===== config.mk =====
export PLATFORM = sky130hd
export DESIGN_NAME = touch_packet_rx
export DESIGN_NICKNAME = d
export VERILOG_FILES = /design/src/rtl/touch_packet_rx.sv
export SDC_FILE = /design/constraint.sdc
export NUM_CORES = 1
export LEC_CHECK = 0
export CORE_ASPECT_RATIO = 0.75
export CORE_MARGIN = 4
export CORE_UTILIZATION = 56
export CTS_CLUSTER_DIAMETER = 40
export DETAILED_ROUTE_END_ITERATION = 12
export PLACE_DENSITY = 0.8
export SYNTH_ARGS = -nofsm -noshare
export SYNTH_HDL_FRONTEND = slang
export SYNTH_SLANG_ARGS = --single-unit

===== constraint.sdc =====
create_clock -name clk -period 3.5 [get_ports clk]
set_input_delay 0.7 -clock clk [delete_from_list [all_inputs] [get_ports clk]]
set_output_delay 0.7 -clock clk [all_outputs]
set_load 0.03 [all_outputs]

===== src/rtl/touch_packet_rx.sv =====
// Touch controller receiver: 8N1 UART deserialiser plus 5-byte coordinate packet parser.
// Optional inter-byte timeout for partial packets is enabled by defining TOUCH_RX_TIMEOUT_EN.
module touch_packet_rx #(
  parameter int CLK_HZ       = 50000000,
  parameter int BAUD         = 9600,
  parameter int OVERSAMPLE   = 16,
  parameter int TIMEOUT_BITS = 20
) (
  input  logic        clk,
  input  logic        reset,
  input  logic        rxd,
  output logic        pt_valid,
  input  logic        pt_ready,
  output logic        pt_pen,
  output logic [11:0] pt_x,
  output logic [11:0] pt_y,
  output logic        frame_err,
  output logic        overrun,
  output logic [1:0]  dbg_rx_state,
  output logic [2:0]  dbg_parse_state
);
  localparam int DIV   = CLK_HZ / (BAUD * OVERSAMPLE);
  localparam int DIV_W = (DIV > 1) ? $clog2(DIV) : 1;
  localparam int OS_W  = $clog2(OVERSAMPLE);

  typedef enum logic [1:0] {RX_IDLE, RX_START, RX_DATA, RX_STOP} rx_state_e;
  typedef enum logic [2:0] {P_HDR, P_XLO, P_XHI, P_YLO, P_YHI} p_state_e;

  logic             sync1_q, sync2_q, rxd_prev_q;
  logic             rxd_s, fall, tick;
  logic [DIV_W-1:0] div_cnt_q, div_cnt_d;
  logic [OS_W-1:0]  os_cnt_q, os_cnt_d;
  logic [2:0]       bit_cnt_q, bit_cnt_d;
  logic [7:0]       shift_q, shift_d;
  rx_state_e        rx_state_q, rx_state_d;
  logic             byte_strobe, frame_err_d, frame_err_q;

  p_state_e         p_state_q, p_state_d;
  logic             pen_q, pen_d;
  logic [6:0]       xlo_q, xlo_d, ylo_q, ylo_d;
  logic [4:0]       xhi_q, xhi_d;
  logic             commit;

  logic             pt_valid_q, pt_valid_d, pt_pen_q, pt_pen_d, overrun_q, overrun_d;
  logic [11:0]      pt_x_q, pt_x_d, pt_y_q, pt_y_d;

  assign rxd_s = sync2_q;
  assign fall  = rxd_prev_q & ~rxd_s;
  assign tick  = (div_cnt_q == DIV_W'(DIV - 1));

  // Synchroniser flops reset high so reset release never looks like a start edge.
  always_ff @(posedge clk or posedge reset) begin
    if (reset) begin
      sync1_q    <= 1'b1;
      sync2_q    <= 1'b1;
      rxd_prev_q <= 1'b1;
    end else begin
      sync1_q    <= rxd;
      sync2_q    <= sync1_q;
      rxd_prev_q <= sync2_q;
    end
  end

  always_comb begin
    rx_state_d  = rx_state_q;
    div_cnt_d   = tick ? '0 : div_cnt_q + DIV_W'(1);
    os_cnt_d    = os_cnt_q;
    bit_cnt_d   = bit_cnt_q;
    shift_d     = shift_q;
    byte_strobe = 1'b0;
    frame_err_d = 1'b0;
    case (rx_state_q)
      RX_IDLE: if (fall) begin
        rx_state_d = RX_START;
        div_cnt_d  = '0;
        os_cnt_d   = '0;
      end
      RX_START: if (tick) begin
        if (os_cnt_q == OS_W'(OVERSAMPLE / 2 - 1)) begin
          os_cnt_d   = '0;
          bit_cnt_d  = '0;
          rx_state_d = rxd_s ? RX_IDLE : RX_DATA;
        end else os_cnt_d = os_cnt_q + OS_W'(1);
      end
      RX_DATA: if (tick) begin
        if (os_cnt_q == OS_W'(OVERSAMPLE - 1)) begin
          os_cnt_d  = '0;
          shift_d   = {rxd_s, shift_q[7:1]};
          bit_cnt_d = bit_cnt_q + 3'd1;
          if (bit_cnt_q == 3'd7) rx_state_d = RX_STOP;
        end else os_cnt_d = os_cnt_q + OS_W'(1);
      end
      RX_STOP: if (tick) begin
        if (os_cnt_q == OS_W'(OVERSAMPLE - 1)) begin
          os_cnt_d    = '0;
          rx_state_d  = RX_IDLE;
          byte_strobe = rxd_s;
          frame_err_d = ~rxd_s;
        end else os_cnt_d = os_cnt_q + OS_W'(1);
      end
      default: rx_state_d = RX_IDLE;
    endcase
  end

`ifdef TOUCH_RX_TIMEOUT_EN
  localparam int GAP_MAX = TIMEOUT_BITS * OVERSAMPLE;
  localparam int GAP_W   = $clog2(GAP_MAX + 1);
  logic [GAP_W-1:0] gap_cnt_q, gap_cnt_d;
  logic             gap_expired;
  assign gap_expired = (gap_cnt_q == GAP_W'(GAP_MAX));

  always_comb begin
    gap_cnt_d = gap_cnt_q;
    if (byte_strobe || p_state_q == P_HDR) gap_cnt_d = '0;
    else if (tick && !gap_expired) gap_cnt_d = gap_cnt_q + GAP_W'(1);
  end

  always_ff @(posedge clk or posedge reset) begin
    if (reset) gap_cnt_q <= '0;
    else       gap_cnt_q <= gap_cnt_d;
  end
`else
  logic gap_expired;
  assign gap_expired = 1'b0;
`endif

  // A byte with bit7 set is always a header candidate, whatever state the parser is in.
  always_comb begin
    p_state_d = p_state_q;
    pen_d     = pen_q;
    xlo_d     = xlo_q;
    xhi_d     = xhi_q;
    ylo_d     = ylo_q;
    commit    = 1'b0;
    if (byte_strobe) begin
      if (shift_q[7]) begin
        if (shift_q[7:1] == 7'h40) begin
          pen_d     = shift_q[0];
          p_state_d = P_XLO;
        end else p_state_d = P_HDR;
      end else begin
        case (p_state_q)
          P_XLO: begin xlo_d = shift_q[6:0]; p_state_d = P_XHI; end
          P_XHI: begin xhi_d = shift_q[4:0]; p_state_d = P_YLO; end
          P_YLO: begin ylo_d = shift_q[6:0]; p_state_d = P_YHI; end
          P_YHI: begin commit = 1'b1;        p_state_d = P_HDR; end
          default: p_state_d = P_HDR;
        endcase
      end
    end else if (gap_expired && p_state_q != P_HDR) begin
      p_state_d = P_HDR;
    end
  end

  always_comb begin
    pt_valid_d = pt_valid_q;
    pt_pen_d   = pt_pen_q;
    pt_x_d     = pt_x_q;
    pt_y_d     = pt_y_q;
    overrun_d  = commit & pt_valid_q & ~pt_ready;
    if (pt_valid_q && pt_ready) pt_valid_d = 1'b0;
    if (commit) begin
      pt_valid_d = 1'b1;
      pt_pen_d   = pen_q;
      pt_x_d     = {xhi_q, xlo_q};
      pt_y_d     = {shift_q[4:0], ylo_q};
    end
  end

  always_ff @(posedge clk or posedge reset) begin
    if (reset) begin
      rx_state_q  <= RX_IDLE;
      div_cnt_q   <= '0;
      os_cnt_q    <= '0;
      bit_cnt_q   <= '0;
      shift_q     <= '0;
      frame_err_q <= 1'b0;
      p_state_q   <= P_HDR;
      pen_q       <= 1'b0;
      xlo_q       <= '0;
      xhi_q       <= '0;
      ylo_q       <= '0;
      pt_valid_q  <= 1'b0;
      pt_pen_q    <= 1'b0;
      pt_x_q      <= '0;
      pt_y_q      <= '0;
      overrun_q   <= 1'b0;
    end else begin
      rx_state_q  <= rx_state_d;
      div_cnt_q   <= div_cnt_d;
      os_cnt_q    <= os_cnt_d;
      bit_cnt_q   <= bit_cnt_d;
      shift_q     <= shift_d;
      frame_err_q <= frame_err_d;
      p_state_q   <= p_state_d;
      pen_q       <= pen_d;
      xlo_q       <= xlo_d;
      xhi_q       <= xhi_d;
      ylo_q       <= ylo_d;
      pt_valid_q  <= pt_valid_d;
      pt_pen_q    <= pt_pen_d;
      pt_x_q      <= pt_x_d;
      pt_y_q      <= pt_y_d;
      overrun_q   <= overrun_d;
    end
  end

  // Point handshake: a point transfers on any cycle where pt_valid && pt_ready.
  assign pt_valid        = pt_valid_q;
  assign pt_pen          = pt_pen_q;
  assign pt_x            = pt_x_q;
  assign pt_y            = pt_y_q;
  assign frame_err       = frame_err_q;
  assign overrun         = overrun_q;
  assign dbg_rx_state    = rx_state_q;
  assign dbg_parse_state = p_state_q;
endmodule

==> flow_metrics.tcl, run 1 <==
set metrics [dict create \
    hold_depth 0 \
    fin_area_um2 4010 \
    synth_edf_count 0 \
    fin_crit_sh 0.750 \
    start_kind "flip-flop" \
    r2r_cells 4 \
    fin_util 0.688 \
    h-tree-depth 3 \
    hold_viol_final 0 \
    grt_pass1_vias 2016 \
    setup_violations 0 \
    synth-async-reset-ratio 1.00 \
    wire_per_inst_um 16.2 \
    syn_area_per_cell_um2 13.4 \
    dp_hpwl_mm 4.11 \
    num_vias 2099 \
    cts_tree "done" \
    p_leak_nw 1.90 \
    via_per_inst 5.58 \
    yosys_warnings 0 \
    critical_path_arrival_ns 2.86 \
    drv_slew 0 \
    ys_seq_elements 80 \
    status "complete, no violations" \
    clk_pin_slew_ns 0.08 \
    core_um2 5830 \
    root_buffer "clkbuf_8" \
    rsz0062_at_grt "no" \
    die_w_um 97.7 \
    grt_antenna_before_repair 0 \
    final_cells 376 \
    synthToLayoutAreaGrowth_pct 18.6 \
    ys_dominant_reg_cell "dfrtp_1" \
    netlist_top_cells_count "77 x dfrtp_1, 53 x mux2_2, 17 x nor2_1, 15 x nand2_1, 7 x xor2_1" \
    drv_cap 0 \
    syn_nets 261 \
    rows 24 \
    min_period_ns 2.63 \
    synth_cells 252 \
    path_class "reg2reg" \
    fin_skew_ns 0.0119 \
    r2r_end "xlo_q[0]" \
    worstHoldStart "sync1_q" \
    start_util 0.581 \
    cellPowerDensity_nw_per_um2 458 \
    yosysMostFrequentCell "dfrtp_1" \
    initialDrtViolationCount 131 \
    die_h_um 75.3 \
    drc 0 \
    tightest_slew_ns 0.724 \
    hold_path_end "rxd_s" \
    post-cts-setup-buffer-count 0 \
    synth_area_um2 3380 \
    grt_pass1_wl_mm 10.2 \
    tns_ns 0 \
    clk_latency_ns 0.35 \
    cp_max_fo 10 \
    n_antenna_cell 0 \
    worstPathRequired_ns 3.74 \
    slew_headroom 0.517 \
    worstReg2RegStart "div_cnt_q[3]" \
    hold_buffers 0 \
    die_area_um2 7360 \
    max_freq_mhz 381 \
    gp_congestion 0.857 \
    io_pins 37 \
    ant_nets 0 \
    synth_area_leader_cell "dfrtp_1" \
    nets 302 \
    place_area_um2 3820 \
    synth.top_cell.area_share 0.570 \
    grt_remaining_overflow 0 \
    post-place-cells 360 \
    hold_class "reg2reg" \
    first_pass_iters 4 \
    synth_cell_types 45 \
    clkSinkCount 80 \
    cts.path.max_buffers 2 \
    r2r_slack_ns 0.87 \
    cp-end-kind "flip-flop" \
    ys_seq_area_frac 0.593 \
    cts_resized 0 \
    drt-total-wl_mm 6.10 \
    layout-drive-gt1-share 0.285 \
    groute.usage.overall 0.182 \
    synthTopCellsByArea "dfrtp_1 57%, mux2_2 18%, dfstp_2 2.3%, nor2_1 1.9%, ha_1 1.8%" \
    ir_worst_vdd_mv 0.272 \
    cts_buffers 9 \
    grt_start_max_net_pins 35 \
    io_buffer_count 36 \
]
registers in the layout, indices dropped and copies added (netlist names), 3 cells and up, named ones only:
name             flops
shift_q              8
div_cnt_q            9
dbg_parse_state      3
bit_cnt_q            3
xlo_q                7
pt_y                12
ylo_q                7
os_cnt_q             4
xhi_q                5
pt_x                12
logic make-up after synthesis:
| family | after synthesis | synth area share |
|---|---|---|
| flip-flops | 80 | 0.593 |
| AND/OR/NAND/NOR | 71 | 0.126 |
| multiplexers | 53 | 0.176 |
| AO/OA/AOI/OAI | 20 | 0.0418 |
| buffers and inverters | 14 | 0.0211 |
| XOR/XNOR | 9 | 0.0233 |
| adder cells (fa/ha/maj) | 5 | 0.0185 |
critical path, stage by stage (launching register included):
cell	delay, ns
dfrtp_1	0.43
or4b_1	0.73
nor4_4	0.58
nand4b_2	0.39
mux2_2	0.38
final cells by class:
class	instances	area (um2)
multi-input cells	158	1310
clock buffers	10	138
well taps	78	97.6
repair buffers	39	395
inverters	5	18.8
clock inverters	6	50.0
fillers	436	1820
flip-flops and latches	80	2010
worst max path at each step:
| stage | start | cells past startpoint | slack, ns | end |
|---|---|---|---|---|
| after floorplan | reset | 1 | 0.75 | async pin |
| after detailed placement | div_cnt_q[3] | 4 | 0.88 | xlo_q[1] |
| after CTS | div_cnt_q[3] | 4 | 0.87 | xlo_q[0] |
| final | div_cnt_q[3] | 4 | 0.87 | xlo_q[0] |
| after global routing | div_cnt_q[0] | 6 | 0.66 | xlo_q[4] |
| after global placement | div_cnt_q[3] | 4 | 0.97 | xlo_q[3] |
per-stage QoR:
stage               power [mW]  worst slack, ns  hold WS, ns
floorplan                 1.16            0.753        0.345
global placement          1.21            0.974        0.346
detailed placement        1.22            0.880        0.351
CTS                       1.85            0.869        0.360
global route              1.93            0.659        0.366
finish                    1.84            0.874        0.358
power by group:
group          internal (mW)  total (mW)  switching (mW)
Clock                  0.285       0.638           0.352
Sequential             0.965        1.03          0.0692
Combinational         0.0726       0.163          0.0901
Total                   1.32        1.84           0.512
layer usage:
metal / up-vias / part of all wire / track usage
met5: - / 0 / 0
li1: 996 / - / -
met2: 58 / 0.44 / 0.266
met4: 0 / 0.014 / 0.0676
met3: 6 / 0.046 / 0.0613
met1: 1039 / 0.50 / 0.257
cells in the final DEF (no fill, tap or decap), types with 2 or more instances in the layout:
master / instances
nor4b_1: 3
or4b_2: 2
nand4b_1: 2
o2bb2ai_1: 2
dfstp_2: 3
o31ai_1: 3
a21oi_1: 3
nor3_1: 5
or4b_1: 2
buf_4: 2
nand3_1: 6
inv_1: 4
nand2_1: 15
nand4_1: 3
mux2_2: 53
ha_1: 5
clkbuf_8: 10
o21ai_0: 3
o211ai_1: 2
dfrtp_1: 77
nor2_1: 17
xnor2_1: 2
nor4_1: 4
clkinvlp_4: 2
clkdlybuf4s50_1: 36
xor2_1: 7
inv_6: 3
Power figures use the tool's default switching activity.
==> inputs of run 2 (changes only) <==
==> constraint.sdc (replaced) <==
create_clock -name clk -period 2.7 [get_ports clk]
set_input_delay 0.54 -clock clk [delete_from_list [all_inputs] [get_ports clk]]
set_output_delay 0.54 -clock clk [all_outputs]
set_load 0.03 [all_outputs]
==> run 2 against run 1 <==
Against the previous run:
- largest cell class unchanged
- die area is the same
- register-to-register slack lost 0.60 ns
- utilization grew 0.94 points
- via count grew 1.9%
==> flow_metrics.tcl, run 2 (synthesized netlist as in run 1, its figures left out) <==
set metrics [dict create \
    status "complete, no violations" \
    drc 0 \
    ant_nets 0 \
    path_class "reg2reg" \
    die_h_um 75.3 \
    worstPathRequired_ns 2.94 \
    grt_remaining_overflow 0 \
    groute.usage.overall 0.183 \
    cp-end-kind "flip-flop" \
    internal_power_mw 1.88 \
    ir_worst_vdd_mv 0.399 \
    fin_skew_ns 0.00711 \
    cts_tree "done" \
    fin_crit_sh 0.900 \
    hold_class "reg2reg" \
    fill_cells 422 \
    multiInputGateArea_um2 1310 \
    rows 24 \
    drv_slew 0 \
    critical_path_arrival_ns 2.66 \
    worst_slack_ns 0.271 \
    io_pins 37 \
    hold_viol_final 0 \
    cellPowerDensity_nw_per_um2 622 \
    synthToLayoutAreaGrowth_pct 20.2 \
    clkSinkCount 80 \
    first_pass_iters 4 \
    fin_area_um2 4070 \
    post-cts-setup-buffer-count 0 \
    gp_congestion 0.847 \
    max_freq_mhz 412 \
    place_ws_ns 0.298 \
    layout_commonest_cell "dfrtp_1" \
    cts_resized 0 \
    die_area_um2 7360 \
    nets 307 \
    start_kind "flip-flop" \
    p_seq_frac 0.522 \
    root_buffer "clkbuf_8" \
    grt_start_max_net_pins 43 \
    start_util 0.581 \
    cp_max_fo 8 \
    grt_antenna_before_repair 0 \
    slew_headroom 0.641 \
    grt_pass1_wl_mm 10.4 \
    core_um2 5830 \
    place_area_um2 3850 \
    die_w_um 97.7 \
    dp_hpwl_mm 4.28 \
    p_leak_nw 1.93 \
    pwr-share-clk 0.381 \
    min_period_ns 2.43 \
    crit_buf_inv 0 \
    drt-total-wl_mm 6.36 \
    initialDrtViolationCount 258 \
    pwr-share-comb 0.097 \
    grt_pass1_vias 2118 \
    critPathSlowestCell "or4b_1" \
    rsz0062_at_grt "no" \
    n_antenna_cell 0 \
    layout-drive-gt1-share 0.294 \
    power.switching_mw 0.648 \
    crit_family "simple AND/OR/NAND/NOR gates" \
    tns_ns 0 \
    drv_cap 0 \
    num_vias 2138 \
    crit_path_cell_trace "or4b_1 -> nor4_4 -> nand4b_2 -> mux2_2" \
    r2r_slack_ns 0.27 \
    tightest_slew_ns 0.532 \
    hold_buffers 0 \
    clk_pin_slew_ns 0.08 \
    critPathMaxStageDelay_ns 0.58 \
    io_buffer_count 36 \
    via_per_inst 5.61 \
    switching_share 0.256 \
    wire_per_inst_um 16.7 \
    ff_latch_area_um2 2010 \
    cts.path.max_buffers 2 \
    final_cell_mix "77 x dfrtp_1, 53 x mux2_2, 36 x clkdlybuf4s50_1, 17 x nor2_1, 15 x nand2_1" \
    h-tree-depth 3 \
    setup_violations 0 \
    clk_latency_ns 0.35 \
    cts_buffers 9 \
]
-- run 2: changes by cell type in the layout (fill, tap and decap cells not counted) --
cell | previous run | this run
buf_4 | 2 | 8
bufinv_16 | 0 | 2
buf_12 | 1 | 0
clkbuf_1 | 0 | 1
clkbuf_8 | 10 | 9
clkinv_2 | 0 | 1
clkinv_4 | 1 | 0
clkinvlp_4 | 2 | 1
inv_6 | 3 | 2
-- run 2: layer usage --
layer | routed length, um | vias up | share of wire | global-route usage
met3 | 332 | 5 | 0.052 | 0.0595
met1 | 3090 | 1078 | 0.49 | 0.264
met2 | 2880 | 53 | 0.45 | 0.273
met5 | 0 | - | 0 | 0
li1 | - | 1002 | - | -
met4 | 53 | 0 | 0.0083 | 0.0492
-- run 2: stage by stage --
stage / utilization / instances / power [mW] / hold slack [ns]
2_1_floorplan: - / 252 / 1.51 / 0.345
3_3_place_gp: 0.660 / 365 / 1.57 / 0.346
3_5_place_dp: 0.660 / 365 / 1.59 / 0.347
4_1_cts: 0.698 / 381 / 2.55 / 0.359
5_1_grt: 0.698 / 381 / 2.64 / 0.362
6_report: 0.698 / 381 / 2.53 / 0.358
-- run 2: power groups by stage --
stage | registers [mW] | clock network [mW] | logic (mW)
6_report | 1.32 | 0.963 | 0.245
5_1_grt | 1.33 | 1.03 | 0.280
4_1_cts | 1.32 | 0.980 | 0.247
3_5_place_dp | 1.34 | 0 | 0.246
3_3_place_gp | 1.34 | 0 | 0.238
2_1_floorplan | 1.33 | 0 | 0.174
-- run 2: path summary, 6_finish.rpt --
check / startpoint / end / cells after the start
hold / removal: sync1_q / rxd_s / 0
min in group asynchronous: reset / div_cnt_q[0] / 3
setup / recovery: div_cnt_q[3] / xlo_q[0] / 4
setup reg to reg: div_cnt_q[3] / xlo_q[0] / 4
hold reg to reg: sync1_q / rxd_s / 0
max in group asynchronous: reset / xhi_q[3] / 3
-- run 2: cell type report --
| type | instances | share of cell area |
|---|---|---|
| sequential | 80 | 0.493 |
| timing repair buffer | 44 | 0.103 |
| inverter | 5 | 0.00462 |
| clock buffer | 10 | 0.0314 |
| clock inverter | 6 | 0.0222 |
| tap | 78 | 0.0240 |
| multi-input combinational | 158 | 0.321 |
==> inputs of run 3 (changes only) <==
--- a/config.mk
+++ b/config.mk
@@ -10,6 +10,7 @@
 export CORE_UTILIZATION = 56
 export CTS_CLUSTER_DIAMETER = 40
 export DETAILED_ROUTE_END_ITERATION = 12
+export MAX_ROUTING_LAYER = met4
 export PLACE_DENSITY = 0.8
 export SYNTH_ARGS = -nofsm -noshare
 export SYNTH_HDL_FRONTEND = slang
==> run 3 against run 2 <==
Against the previous run:
- critical path depth unchanged
- via count stayed put
- combinational power hardly changed
- worst hold slack is essentially flat
- power hardly changed
- die area stayed put
- flip-flop and latch count unchanged
- sequential power about the same
- count of clock-buffer cells in the layout unchanged
- largest cell class unchanged
==> flow_metrics.tcl, run 3 (synthesized netlist as in run 1, its figures left out) <==
set metrics [dict create \
    status "complete, no violations" \
    hold_slack_ns 0.358 \
    cts.path.max_buffers 2 \
    fin_crit_sh 0.896 \
    tns_ns 0 \
    wire_per_inst_um 16.6 \
    nets 307 \
    grt_pass1_vias 2116 \
    ir_worst_vdd_mv 0.399 \
    initialDrtViolationCount 249 \
    io_pins 37 \
    cts_buffers 9 \
    drv_cap 0 \
    multiInputGateArea_um2 1310 \
    clk_pin_slew_ns 0.08 \
    die_area_um2 7360 \
    dp_hpwl_mm 4.28 \
    synthToLayoutAreaGrowth_pct 20.2 \
    cp-end-kind "flip-flop" \
    worstPathRequired_ns 2.94 \
    power_mw 2.53 \
    min_period_ns 2.42 \
    drc 0 \
    slew_headroom 0.642 \
    final_cell_mix "77 x dfrtp_1, 53 x mux2_2, 36 x clkdlybuf4s50_1, 17 x nor2_1, 15 x nand2_1" \
    rows 24 \
    hold_buffers 0 \
    clkSinkCount 80 \
    h-tree-depth 3 \
    cellPowerDensity_nw_per_um2 622 \
    hold_depth 0 \
    post-cts-setup-buffer-count 0 \
    fin_skew_ns 0.00729 \
    hold_viol_final 0 \
    grt_antenna_before_repair 0 \
    die_w_um 97.7 \
    via_per_inst 5.61 \
    p_leak_nw 1.93 \
    num_vias 2138 \
    critical_path_arrival_ns 2.66 \
    path_class "reg2reg" \
    ff_latch_area_um2 2010 \
    setup_violations 0 \
    grt_remaining_overflow 0 \
    die_h_um 75.3 \
    layout-drive-gt1-share 0.294 \
    drt-total-wl_mm 6.34 \
    rsz0062_at_grt "no" \
    first_pass_iters 4 \
    cts_tree "done" \
    fill_cells 422 \
    start_kind "flip-flop" \
    r2r_cells 4 \
    hold_class "reg2reg" \
    n_antenna_cell 0 \
    clk_latency_ns 0.35 \
    gp_congestion 0.860 \
    grt_start_max_net_pins 43 \
    start_util 0.581 \
    max_freq_mhz 413 \
    tightest_slew_ns 0.532 \
    io_buffer_count 36 \
    layout_commonest_cell "dfrtp_1" \
    cp_max_fo 8 \
    cts_resized 0 \
    root_buffer "clkbuf_8" \
    drv_slew 0 \
    groute.usage.overall 0.190 \
    grt_pass1_wl_mm 10.4 \
    ant_nets 0 \
    core_um2 5830 \
]
[run 3: final timing paths]
kind | startpoint | end | slack (ns)
max | div_cnt_q[3] | xlo_q[0] | 0.28
min | sync1_q | rxd_s | 0.36
max reg2reg | div_cnt_q[3] | xlo_q[0] | 0.28
min reg2reg | sync1_q | rxd_s | 0.36
max in group asynchronous | reset | pt_x[9] | 1.68
min in group asynchronous | reset | div_cnt_q[0] | 0.64
[run 3: layout make-up]
class / instances / area share
multi-input combinational: 158 / 0.321
clock buffer: 10 / 0.0314
inverter: 5 / 0.00462
clock inverter: 6 / 0.0222
sequential: 80 / 0.493
tap: 78 / 0.0240
timing repair buffer: 44 / 0.103
[run 3: critical path, stage by stage (launching register included)]
cell and delay [ns]:
dfrtp_1 0.42, or4b_1 0.58, nor4_4 0.52, nand4b_2 0.40, mux2_2 0.38
[run 3: metal layers]
metal  GRT usage  share of wire  wire, um  up-vias
li1            -              -         -      999
met1       0.265           0.48      3040     1075
met2       0.273           0.46      2920       59
met3      0.0595          0.052       329        5
met4      0.0492         0.0084        53        0
met5           -              0         0        -
[run 3: stage by stage]
step                utilization  setup slack [ns]  instance area (um2)  cells
finish                    0.698             0.280                 4070    381
global route              0.698             0.176                 4070    381
CTS                       0.698             0.294                 4070    381
detailed placement        0.660             0.298                 3850    365
global placement          0.660             0.375                 3850    365
floorplan                     -             0.113                 3380    252
[run 3: where the power goes]
part           switching [mW]  total [mW]  internal, mW
registers              0.0680        1.32          1.25
logic                   0.143       0.245         0.101
clock network           0.437       0.962         0.526
total                   0.648        2.53          1.88
